==> src/rtl/sgdmac_pkg.sv <==
// -----------------------------------------------------------------------------
// sgdmac_pkg
// Shared definitions for the scatter-gather DMA write engine:
//   state_e        - write-engine FSM states
//   AXI_RESP_OKAY  - AXI BRESP value for a good write response
//   PAGE_BYTES     - AXI 4 KB page size; bursts never cross it
//   burst_beats()  - beats for the next burst from the burst limit, the words
//                    still to send and the offset inside the current page
// -----------------------------------------------------------------------------
package sgdmac_pkg;

  typedef enum logic [1:0] {
    ST_IDLE = 2'd0,
    ST_AW   = 2'd1,
    ST_W    = 2'd2,
    ST_B    = 2'd3
  } state_e;

  localparam logic [1:0]  AXI_RESP_OKAY = 2'b00;
  localparam logic [31:0] PAGE_BYTES    = 32'd4096;

  // min(max_beats, rem_words, words left before the next 4 KB boundary).
  // page_off is word aligned, so the room is an exact word count (1..1024).
  function automatic logic [4:0] burst_beats(input logic [4:0]  max_beats,
                                             input logic [31:0] rem_words,
                                             input logic [11:0] page_off);
    logic [31:0] room;
    logic [31:0] n;
    room = (PAGE_BYTES - {20'd0, page_off}) >> 2;
    n    = {27'd0, max_beats};
    if (rem_words < n) n = rem_words;
    if (room < n)      n = room;
    return 5'(n);
  endfunction

endpackage

==> src/rtl/sgdmac_wr_engine.sv <==
// -----------------------------------------------------------------------------
// sgdmac_wr_engine
// Moves one job of byte_len_i bytes from an upstream show-ahead FIFO to AXI
// memory starting at dst_addr_i, as a sequence of INCR bursts of 4-byte beats
// that never cross a 4 KB page. AW, W and B are strictly serialized: one
// burst in flight, and its data only after its address handshake.
//
// Ports
//   clk, rst_n                      clock, async active-low reset
//   start_i, dst_addr_i, byte_len_i job request (taken only in IDLE)
//   busy_o, done_o, err_o           job status; done_o pulses once per job
//   fifo_empty_i, fifo_rden_o,
//   fifo_rdata_i                    upstream data FIFO (show-ahead)
//   aw*/w*/b*                       AXI write address / data / response
//
// Configuration
//   SGDMAC_WR_BRESP_CHK_EN  when defined, a non-OKAY BRESP sets err_o and ends
//                           the job after that burst; otherwise BRESP is
//                           ignored and err_o is tied low.
// -----------------------------------------------------------------------------
module sgdmac_wr_engine
  import sgdmac_pkg::*;
#(
  parameter int ADDR_WIDTH = 32,
  parameter int LEN_WIDTH  = 16,
  parameter int MAX_BURST  = 16
) (
  input  logic                  clk,
  input  logic                  rst_n,
  input  logic                  start_i,
  input  logic [ADDR_WIDTH-1:0] dst_addr_i,
  input  logic [LEN_WIDTH-1:0]  byte_len_i,
  output logic                  busy_o,
  output logic                  done_o,
  output logic                  err_o,
  input  logic                  fifo_empty_i,
  output logic                  fifo_rden_o,
  input  logic [31:0]           fifo_rdata_i,
  output logic                  awvalid_o,
  input  logic                  awready_i,
  output logic [ADDR_WIDTH-1:0] awaddr_o,
  output logic [3:0]            awlen_o,
  output logic                  wvalid_o,
  input  logic                  wready_i,
  output logic [31:0]           wdata_o,
  output logic                  wlast_o,
  input  logic                  bvalid_i,
  output logic                  bready_o,
  input  logic [1:0]            bresp_i
);

  localparam int WORDS_W = LEN_WIDTH - 2;

  state_e                r_state;
  state_e                w_state_next;
  logic [ADDR_WIDTH-1:0] r_addr;        // address of the current/next burst
  logic [WORDS_W-1:0]    r_rem_words;   // words not yet acknowledged by B
  logic [4:0]            r_beats;       // beats in the current burst
  logic [4:0]            r_beat_idx;    // W beats already sent in this burst
  logic [3:0]            r_awlen;
  logic                  r_awvalid;
  logic                  r_done;

  logic [WORDS_W-1:0]    w_len_words;
  logic [WORDS_W-1:0]    w_rem_after;
  logic [4:0]            w_beats_calc;
  logic                  w_accept;
  logic                  w_aw_hs;
  logic                  w_wvalid;
  logic                  w_wlast;
  logic                  w_w_hs;
  logic                  w_b_hs;
  logic                  w_bresp_err;
  logic                  w_job_end;
  logic                  w_unused;

  assign w_len_words  = byte_len_i[LEN_WIDTH-1:2];
  assign w_accept     = (r_state == ST_IDLE) && start_i;
  assign w_aw_hs      = r_awvalid && awready_i;
  assign w_wvalid     = (r_state == ST_W) && !fifo_empty_i;
  assign w_wlast      = w_wvalid && (r_beat_idx == r_beats - 5'd1);
  assign w_w_hs       = w_wvalid && wready_i;
  assign w_b_hs       = (r_state == ST_B) && bvalid_i;
  assign w_rem_after  = r_rem_words - WORDS_W'(r_beats);
  assign w_beats_calc = burst_beats(5'(MAX_BURST), 32'(r_rem_words), r_addr[11:0]);

`ifdef SGDMAC_WR_BRESP_CHK_EN
  logic r_err;

  assign w_bresp_err = (bresp_i != AXI_RESP_OKAY);
  assign w_unused    = ^byte_len_i[1:0];
  assign err_o       = r_err;

  // Sticky per job: cleared when the next job is accepted.
  always_ff @(posedge clk or negedge rst_n) begin
    if (!rst_n) begin
      r_err <= 1'b0;
    end else if (w_accept) begin
      r_err <= 1'b0;
    end else if (w_b_hs && w_bresp_err) begin
      r_err <= 1'b1;
    end
  end
`else
  assign w_bresp_err = 1'b0;
  assign w_unused    = ^{byte_len_i[1:0], bresp_i};
  assign err_o       = 1'b0;
`endif

  // An error response ends the job exactly like the last burst does.
  assign w_job_end = (w_rem_after == '0) || w_bresp_err;

  // NOTE: sequential state uses non-blocking assignments so every flop
  // samples pre-edge values regardless of block ordering.
  always_ff @(posedge clk or negedge rst_n) begin
    if (!rst_n) begin
      r_state <= ST_IDLE;
    end else begin
      r_state <= w_state_next;
    end
  end

  // NOTE: the next state gets its default before the case, so no path
  // leaves it unassigned and no latch is inferred.
  always_comb begin
    w_state_next = r_state;
    case (r_state)
      ST_IDLE: if (start_i && (w_len_words != '0)) w_state_next = ST_AW;
      ST_AW:   if (w_aw_hs)                        w_state_next = ST_W;
      ST_W:    if (w_w_hs && w_wlast)              w_state_next = ST_B;
      ST_B:    if (bvalid_i)                       w_state_next = w_job_end ? ST_IDLE : ST_AW;
      default:                                     w_state_next = ST_IDLE;
    endcase
  end

  always_ff @(posedge clk or negedge rst_n) begin
    if (!rst_n) begin
      r_addr      <= '0;
      r_rem_words <= '0;
      r_beats     <= '0;
      r_beat_idx  <= '0;
      r_awlen     <= '0;
      r_awvalid   <= 1'b0;
      r_done      <= 1'b0;
    end else begin
      r_done <= 1'b0;

      if (w_accept) begin
        r_addr      <= dst_addr_i;
        r_rem_words <= w_len_words;
        // An empty job completes without entering AW.
        if (w_len_words == '0) r_done <= 1'b1;
      end

      // First AW cycle sizes the burst from the registered address/remaining
      // count; awvalid then rises and holds until the handshake.
      if ((r_state == ST_AW) && !r_awvalid) begin
        r_beats   <= w_beats_calc;
        r_awlen   <= 4'(w_beats_calc - 5'd1);
        r_awvalid <= 1'b1;
      end else if (w_aw_hs) begin
        r_awvalid <= 1'b0;
      end

      if (w_w_hs) begin
        r_beat_idx <= w_wlast ? 5'd0 : r_beat_idx + 5'd1;
      end

      if (w_b_hs) begin
        // Address wraps naturally modulo 2^ADDR_WIDTH.
        r_addr      <= r_addr + ADDR_WIDTH'({r_beats, 2'b00});
        r_rem_words <= w_job_end ? '0 : w_rem_after;
        if (w_job_end) r_done <= 1'b1;
      end
    end
  end

  assign busy_o      = (r_state != ST_IDLE);
  assign done_o      = r_done;
  assign awvalid_o   = r_awvalid;
  assign awaddr_o    = r_addr;
  assign awlen_o     = r_awlen;
  assign wvalid_o    = w_wvalid;
  assign wdata_o     = (r_state == ST_W) ? fifo_rdata_i : 32'd0;
  assign wlast_o     = w_wlast;
  assign fifo_rden_o = w_w_hs;
  assign bready_o    = (r_state == ST_B);

endmodule

==> config.mk <==
export PLATFORM = sky130hd
export DESIGN_NAME = sgdmac_wr_engine
export DESIGN_NICKNAME = d
export VERILOG_FILES = /design/src/rtl/sgdmac_pkg.sv /design/src/rtl/sgdmac_wr_engine.sv
export SDC_FILE = /design/constraint.sdc
export NUM_CORES = 1
export LEC_CHECK = 0
export ABC_AREA = 1
export BUFFER_PORTS_ARGS = -buffer_cell sky130_fd_sc_hd__buf_4
export CORE_MARGIN = 3
export CORE_UTILIZATION = 25
export DETAILED_ROUTE_END_ITERATION = 12
export SLEW_MARGIN = 20
export SYNTH_ARGS = -nofsm -noshare
export SYNTH_HDL_FRONTEND = slang
export SYNTH_SLANG_ARGS = --single-unit
==> constraint.sdc <==
create_clock -name clk -period 7.3 [get_ports clk]
set_input_delay 1.46 -clock clk [delete_from_list [all_inputs] [get_ports clk]]
set_output_delay 1.46 -clock clk [all_outputs]
set_load 0.01 [all_outputs]
* Word-level counts from Yosys, hierarchy flattened
Cells that the tools add are included.
Cells by class: magnitude comparators 2, add/subtract/negate cells 6, multiplexer cells 21, equal/unequal tests 8, reduce and logical (&&, ||, !) cells 19
Operator list (number):
- $mux W32 | 3
- $mux W14 | 4
- $add A32 B7 Y32 | 1
- $lt A30 B14 Y1 | 1
- $logic_not A14 Y1 | 2
- $lt A14 B5 Y1 const B | 1
- $reduce_bool A14 Y1 | 1
- $sub A13 B12 Y14 const A | 1
- $sub A14 B5 Y14 | 1
- $mux W5 | 2
- $logic_and A1 B1 Y1 | 9
- $mux W2 | 4
- $pmux W2 S4 | 1
- $mux W1 | 7
- $reduce_bool A2 Y1 | 3
- $add A5 B1 Y5 const B | 1
- $eq A5 B5 Y1 | 1
- $sub A5 B1 Y5 const B | 1
- $eq A2 B2 Y1 const B | 2
- $ne A2 B1 Y1 const B | 2
- $ne A2 B2 Y1 const B | 2
- $reduce_and A4 Y1 | 1
- $sub A4 B1 Y4 const B | 1
- $eq A2 B1 Y1 const B | 1
- 2 further kinds | 3
Storage, ports and cells: flip-flop bits (word level) 64

* Logic depth before layout (Yosys ltp)
Gate-level depths: netlist of run 1.
word-level depth 6, gate-level depth with buffers 25, depth with buffers taken out 25

* Least setup slack after synthesis of run 1
OpenSTA, ideal clock, no wires.
path kind input to output, start input port fifo_empty_i, end output port wlast_o, slack 3.747 ns, arrival time 2.093 ns, stages 3, data required time 5.840 ns, path through nor2_2 -> o2111ai_1 -> nor3_2
On the way: longest elaborated chain between the ends 3
Ends and longest elaborated chain:
- start: declaration | RTL line sgdmac_wr_engine.sv:36 | input logic fifo_empty_i,
- $logic_not A1 Y1 | RTL line sgdmac_wr_engine.sv:80 | assign w_wvalid = (r_state == ST_W) && !fifo_empty_i;
- $logic_and A1 B1 Y1 | RTL line sgdmac_wr_engine.sv:80
- $logic_and A1 B1 Y1 | RTL line sgdmac_wr_engine.sv:81 | assign w_wlast = w_wvalid && (r_beat_idx == r_beats - 5'd1);
- end: declaration | RTL line sgdmac_wr_engine.sv:46 | output logic wlast_o,
Every way passes these cells.

* Final worst setup path of run 1
start register r_addr[0], in the netlist awaddr_o[0], end register r_awlen[2], in the netlist awlen_o[2]
On the way: longest elaborated chain between the ends 4
Ends and longest elaborated chain:
- start: declaration | RTL line sgdmac_wr_engine.sv:56 | logic [ADDR_WIDTH-1:0] r_addr;
- start signal: assignment | RTL line sgdmac_wr_engine.sv:149 | r_addr <= dst_addr_i;
- start signal: assignment | RTL line sgdmac_wr_engine.sv:171 | r_addr <= r_addr + ADDR_WIDTH'({r_beats, 2'b00});
- $sub A13 B12 Y14 (*) | RTL line sgdmac_pkg.sv:29 | room = (PAGE_BYTES - {20'd0, page_off}) >> 2;
- $lt A30 B14 Y1 | RTL line sgdmac_pkg.sv:32 | if (room < n) n = room;
- $mux W5 (*) | RTL line sgdmac_pkg.sv:32
- $sub A4 B1 Y4 (*) | RTL line sgdmac_wr_engine.sv:159 | r_awlen <= 4'(w_beats_calc - 5'd1);
- end signal: assignment | RTL line sgdmac_wr_engine.sv:159
- end: declaration | RTL line sgdmac_wr_engine.sv:60 | logic [3:0] r_awlen;
Mark *: on every way between the ends. The rest lies on a longest branch, timed or not. A chain may end at the register's enable or synchronous reset.

==> run metrics, run 1 <==
critical path arrival=between 4 and 5 ns; Root Buffer=clkbuf_16; max-slew violations=0; die area=22,500 um2; all-layer global routing usage=15.2%; Hold WC Path Type=reg2reg; R2R depth=25; post-cts sizing count=0; Crit Path Max Fanout=8; gpl congestion=roughly 0.89; hold_ws=between 0.4 and 0.5 ns; fmax=about 250 MHz; Post-Syn Area per Cell=6.75 um2; Die Wd=approximately 150 um; clock-pin slew on the worst setup and hold paths=0.05 ns; hpwl dp=13,400 um; Post-Route WL=17,300 um; vias in the first global route=5,171; Distinct cells, synth=47; antenna diode count=0; status=finished, final reports clean; CP required=between 7 and 8 ns; Static Leak=3.59 nW; fin area=6960 um2; Period minus WS final=3.93 ns; skew final=0.00595 ns; IO Port Bufs=about 160; final hold vios=0; total gr overflow=0; routed vias=5,433; footprint of the multi-input gates=around 3100 um2; Vias/cell=4.53; TritonCTS clock tree=built; Starting Density=25.5%; layout cells sized above 1=about a fifth; most used cell, CP=nand2_1; Rows=between 50 and 60; hold bufs inserted after CTS=0; Clk Latency, worst-skew pair=0.33 ns; initial antenna violation count=0; Max Cap Violations=0; critical path's slowest cell=a21oi_1; # clock sinks=64; critical path class=reg2reg; Core Footprint=20,300 um2; Syn-to-layout area delta=34.3%; Worst setup SP type=flip-flop; first-iteration detailed-routing DRC count=447; Rel. slew slack=41.6%; Reg area=1600 um2; htree depth=3; I/O pins=roughly 170; setup repair bufs after CTS=0; Pwr Density=420 nW/um2; delay of the slowest cell on the worst path=0.54 ns; maximum root-to-sink buffer count=2; Die Ht=150 um; drt pass-1 iters=5; Worst setup EP type=flip-flop; CTS buffer count=9; Hold Path Depth=2; Syn Std Cell Area=slightly above 5000 um2; Routed wire per std cell=14.4 um; Slew @ Worst Pin=slightly below 0.9 ns; register area share after synthesis=between 30% and 40%; setup TNS=0 ns; placed inst area=around 6700 um2; Fillers=2,184; first-pass GRT wire length=approximately 27,000 um; Final setup viols=0; Mapped Cells=767; largest net degree at the start of global routing=65; DRC viols=0; Max VDD drop=0.125 mV; Post-DRT Antenna Nets=0; RSZ-0062 raised after global routing=false; fin nets=1,047; Synthesis Warnings=0; Tcrit/Tclk final=53.8%; synthesis-stage register bit count=between 60 and 70
worst max-delay path: cells and delay by family, from the launching register on:
kind / cells / cell delay (ns)
AOI/OAI and AO/OA: 3 / 0.78
xor gates and xnor gates: 1 / 0.15
adders and majority gates: 2 / 0.46
buffers and inverters: 3 / 0.20
DFF: 1 / 0.40
and+or+nand+nor: 16 / 1.83
kinds of logic after synthesis:
family	synth area share [%]
and+or+nand+nor	33.8
DFF	30.9
adders and majority gates	7.54
AOI/OAI and AO/OA	11.7
buffers and inverters	10.6
xor gates and xnor gates	5.24
other	0.145
cells in the mapped netlist (all sizes together):
cell     count  area [um2]
nand2      225         872
inv        126         473
nor2        79         334
dfrtp       64        1600
nand3       42         228
o21ai       33         165
ha          28         350
xor2        24         210
a21oi       23         115
o211ai      21         158
nand4       19         119
clkbuf      13        48.8
nor3        12        70.1
nor4         9        56.3
o221ai       7        61.3
xnor2        7        61.3
buf          5        25.0
or2          4        25.0
nand3b       3        22.5
a22o         2        17.5
a22oi        2        15.0
and2         2        12.5
conb         2        7.51
fa           2        40.0
o21a         2        15.0
o21bai       2        15.0
o22ai        2        12.5
a211oi       1        7.51
a31o         1        8.76
a31oi        1        6.26
and3         1        6.26
clkinv       1        3.75
nor3b        1        7.51
o2111ai      1        8.76
cell usage in the layout (no fill, tap or decap), types with 3 or more instances in the layout:
master	n
o221ai_1	7
nand2_1	220
nand3_1	40
nand2_4	3
nor2_4	4
a21oi_1	23
xor2_1	24
o21ai_0	32
nor2_2	6
nand3b_1	3
o211ai_1	21
nand4_1	19
conb_1	7
clkbuf_16	9
nor2_1	69
nor3_1	10
inv_1	125
dfrtp_1	64
ha_1	28
nor4_1	9
buf_4	163
xnor2_1	7
where the power goes:
group          internal (mW)  leakage [nW]  switching (mW)
sequential             0.527         0.790           0.208
clock                  0.242         0.130           0.152
combinational          0.718          2.67            1.07
layer usage:
metal / global-route usage, % / up-vias / share of wire (%)
met2: 24.6 / 114 / 49
met3: 2.60 / 15 / 4.3
li1: - / 2776 / -
met1: 20.8 / 2528 / 46
met5: 0 / - / 0
met4: 4.25 / 0 / 1.4
through the flow:
step	total power [mW]	std cells	util, %	worst slack [ns]
floorplan	1.90	772	-	3.75
global placement	2.50	1187	33.0	3.43
detailed placement	2.53	1187	33.0	3.37
CTS	2.94	1200	34.3	3.34
global route	3.22	1200	34.3	2.91
finish	2.92	1200	34.3	3.37
final timing paths:
check                          endpoint  slack [ns]        start
max reg2reg                  awlen_o[2]        3.37  awaddr_o[0]
min reg2reg                  awlen_o[2]        0.48   awlen_o[2]
max                          awlen_o[2]        3.37  awaddr_o[0]
min in group asynchronous  awaddr_o[20]        1.25        rst_n
min                          awlen_o[2]        0.48   awlen_o[2]
max in group asynchronous    awlen_o[3]        5.47        rst_n
state kept, by name (all words and copies together) (netlist names):
| signal | cells |
|---|---|
| awaddr_o | 32 |
| r_rem_words | 14 |
| r_beat_idx | 5 |
| r_beats | 5 |
| awlen_o | 4 |
| r_state | 2 |
| awvalid_o | 1 |
| done_o | 1 |
final cells by class:
class	count	area share, %
Timing Repair Buffer	163	17.6
Multi-Input combinational cell	563	43.9
Clock inverter	1	0.0720
Tap cell	270	4.86
Clock buffer	12	3.69
Inverter	127	6.85
Sequential cell	64	23.0
No activity file was read; power rests on OpenSTA's default activity.
==> run 2: changes to the inputs <==
==> constraint.sdc (replaced) <==
create_clock -name clk -period 3.7 [get_ports clk]
set_input_delay 0.74 -clock clk [delete_from_list [all_inputs] [get_ports clk]]
set_output_delay 0.74 -clock clk [all_outputs]
set_load 0.01 [all_outputs]
==> run 2 against run 1 <==
  * Clock skew is 0.0020 ns higher
  * Via count is 0.92% higher
  * Critical path depth is 1 higher
  * Sequential power is 98% higher
  * Critical endpoint unchanged
  * Clock power is 110% higher
  * Flip-flop and latch count stayed put
  * Sequential share of layout area is 0.60 points lower
==> run metrics, run 2 (synthesis gave the netlist of run 1 again) <==
Worst Hold Path EP=awlen_o[2] (unchanged); worst reg2reg startpoint=awaddr_o[1] (was awaddr_o[0]); Routed wire per std cell=14.4 um (about the same); Slew @ Worst Pin=0.885 ns (was 0.876 ns); drt pass-1 iters=6 (was 5); Tcrit/Tclk final=92.6% (was 53.8%); CTS buffer count=9 (unchanged); Root Buffer=clkbuf_16 (unchanged); first-iteration detailed-routing DRC count=405 (was 447); I/O pins=165 (unchanged); gpl congestion=0.875 (was 0.894); initial antenna violation count=0 (unchanged); CP required=3.93 ns (was 7.52 ns); Syn-to-layout area delta=37.9% (was 34.3%); Fillers=2,184 (unchanged); R2R setup slack=0.28 ns (was 3.37 ns); Worst setup SP type=flip-flop (unchanged); Crit Path Max Fanout=8 (unchanged); IO Port Bufs=159 (unchanged); Pwr Density=834 nW/um2 (was 420 nW/um2); commonest non-fill, non-tap cells in the layout=212 x nand2_1, 176 x buf_4, 124 x inv_1 (was 220 x nand2_1, 163 x buf_4, 125 x inv_1); die area=22,500 um2 (unchanged); total gr overflow=0 (unchanged); critical path class=reg2reg (unchanged); Inst Count DP=1,191 (was 1,187); Rows=52 (unchanged); max reg flops=32 (unchanged); Post-Layout Cell Count=1,214 (was 1,200); critical path arrival=3.65 ns (was 4.15 ns); Hold Path Depth=2 (unchanged); vias in the first global route=5,194 (was 5,171); Post-Route WL=17,500 um (was 17,300 um); R2R depth=26 (was 25); skew final=0.00791 ns (was 0.00595 ns); Hold Crit Start=awlen_o[2] (unchanged); status=finished, final reports clean (unchanged); Die Wd=150 um (unchanged); most common cell after layout, fill and taps aside=nand2_1 (unchanged); fmax=292 MHz (was 254 MHz); first-pass GRT wire length=27,200 um (was 27,000 um); Reg-to-Reg End=awlen_o[2] (unchanged); Period minus WS final=3.42 ns (was 3.93 ns); # clock sinks=64 (unchanged); clock-pin slew on the worst setup and hold paths=0.05 ns (about the same); hold_ws=0.482 ns (was 0.484 ns); Final Total Pwr=5.96 mW (was 2.92 mW); final hold vios=0 (unchanged); antenna diode count=0 (unchanged); htree depth=3 (unchanged); Post-DRT Antenna Nets=0 (unchanged); largest net degree at the start of global routing=65 (unchanged); hold bufs inserted after CTS=0 (unchanged); fin nets=1,060 (was 1,047); DRC viols=0 (unchanged); Core Footprint=20,300 um2 (unchanged); Static Leak=3.66 nW (was 3.59 nW); Max VDD drop=0.283 mV (was 0.125 mV); Vias/cell=4.52 (was 4.53); Hold WC Path Type=reg2reg (unchanged); Clk Latency, worst-skew pair=0.34 ns (was 0.33 ns); max-slew violations=0 (unchanged); Die Ht=150 um (unchanged); layout cells sized above 1=23.8% (was 21.3%); Worst setup EP type=flip-flop (unchanged); Final setup viols=0 (unchanged); Max Cap Violations=0 (unchanged); routed vias=5,483 (was 5,433); hpwl dp=13,500 um (was 13,400 um); all-layer global routing usage=15.4% (was 15.2%); Rel. slew slack=41.0% (was 41.6%); Starting Density=25.5% (unchanged); maximum root-to-sink buffer count=2 (unchanged); TritonCTS clock tree=built (unchanged)
==> run 2: changes by cell type in the layout (fill, tap and decap cells not counted), sizes merged <==
cell,change
clkbuf,+2
clkinv,-1
buf,+13
==> run 2: how the worst max path moves through the flow <==
stage | start | end | slack [ns] | depth (start not counted)
floorplan | awaddr_o[0] | awlen_o[2] | 0.21 | 25
global placement | awaddr_o[0] | awlen_o[2] | 0.18 | 24
detailed placement | awaddr_o[0] | awlen_o[2] | 0.13 | 24
CTS | awaddr_o[0] | awlen_o[2] | 0.11 | 24
global route | awaddr_o[1] | awlen_o[2] | -0.02 | 26
finish | awaddr_o[1] | awlen_o[2] | 0.28 | 26
==> run 2: power breakdown <==
group	total (mW)	switching [mW]	internal [mW]
Clock	0.814	0.312	0.501
Sequential	1.45	0.416	1.04
Combinational	3.69	2.17	1.52
Total	5.96	2.90	3.06
==> run 2: repair_timing <==
action	4_1_cts	5_1_grt
gates resized for setup	0	20
buffers inserted	0	9
setup endpoints to repair	0	3
==> run 2: metal layers <==
metal	up-vias	global-route usage, %	wire length, um
met4	0	5.90	389
met1	2526	21.2	8150
met3	27	2.76	728
li1	2807	-	-
met5	-	0	0
met2	123	23.9	8230
==> run 2: cell type report <==
class | instances | area [um2] | share of cell area [%]
well taps | 270 | 338 | 4.73
multi-input cells | 563 | 3130 | 43.8
clock buffers | 14 | 274 | 3.84
flip-flops and latches | 64 | 1600 | 22.4
repair buffers | 176 | 1320 | 18.5
inverters | 127 | 477 | 6.67
==> run 2: critical path, stage by stage (launching register included) <==
cell	delay, ns
dfrtp_1	0.40
nor2_1	0.11
nand2_1	0.11
nor2_1	0.12
inv_1	0.07
nor2_2	0.11
inv_2	0.06
nor2_4	0.13
nand2_2	0.09
nor2_4	0.12
nand2_2	0.08
nor2_4	0.14
nand2_2	0.07
xor2_1	0.14
inv_1	0.10
ha_4	0.22
a21oi_2	0.10
o21ai_1	0.07
a21oi_1	0.15
buf_4	0.19
nand2_8	0.09
nand2_4	0.07
nand2_2	0.06
ha_1	0.20
or2_1	0.22
nand3_1	0.07
nand2_1	0.05
==> run 2: stage by stage <==
step	cell area [um2]	utilization, %	setup TNS [ns]	setup slack (ns)
after floorplan	5200	-	0	0.215
after global placement	6720	33.1	0	0.182
after detailed placement	6720	33.1	0	0.129
after CTS	7000	34.5	0	0.113
after global routing	7140	35.2	-0.0235	-0.0235
final	7140	35.2	0	0.275
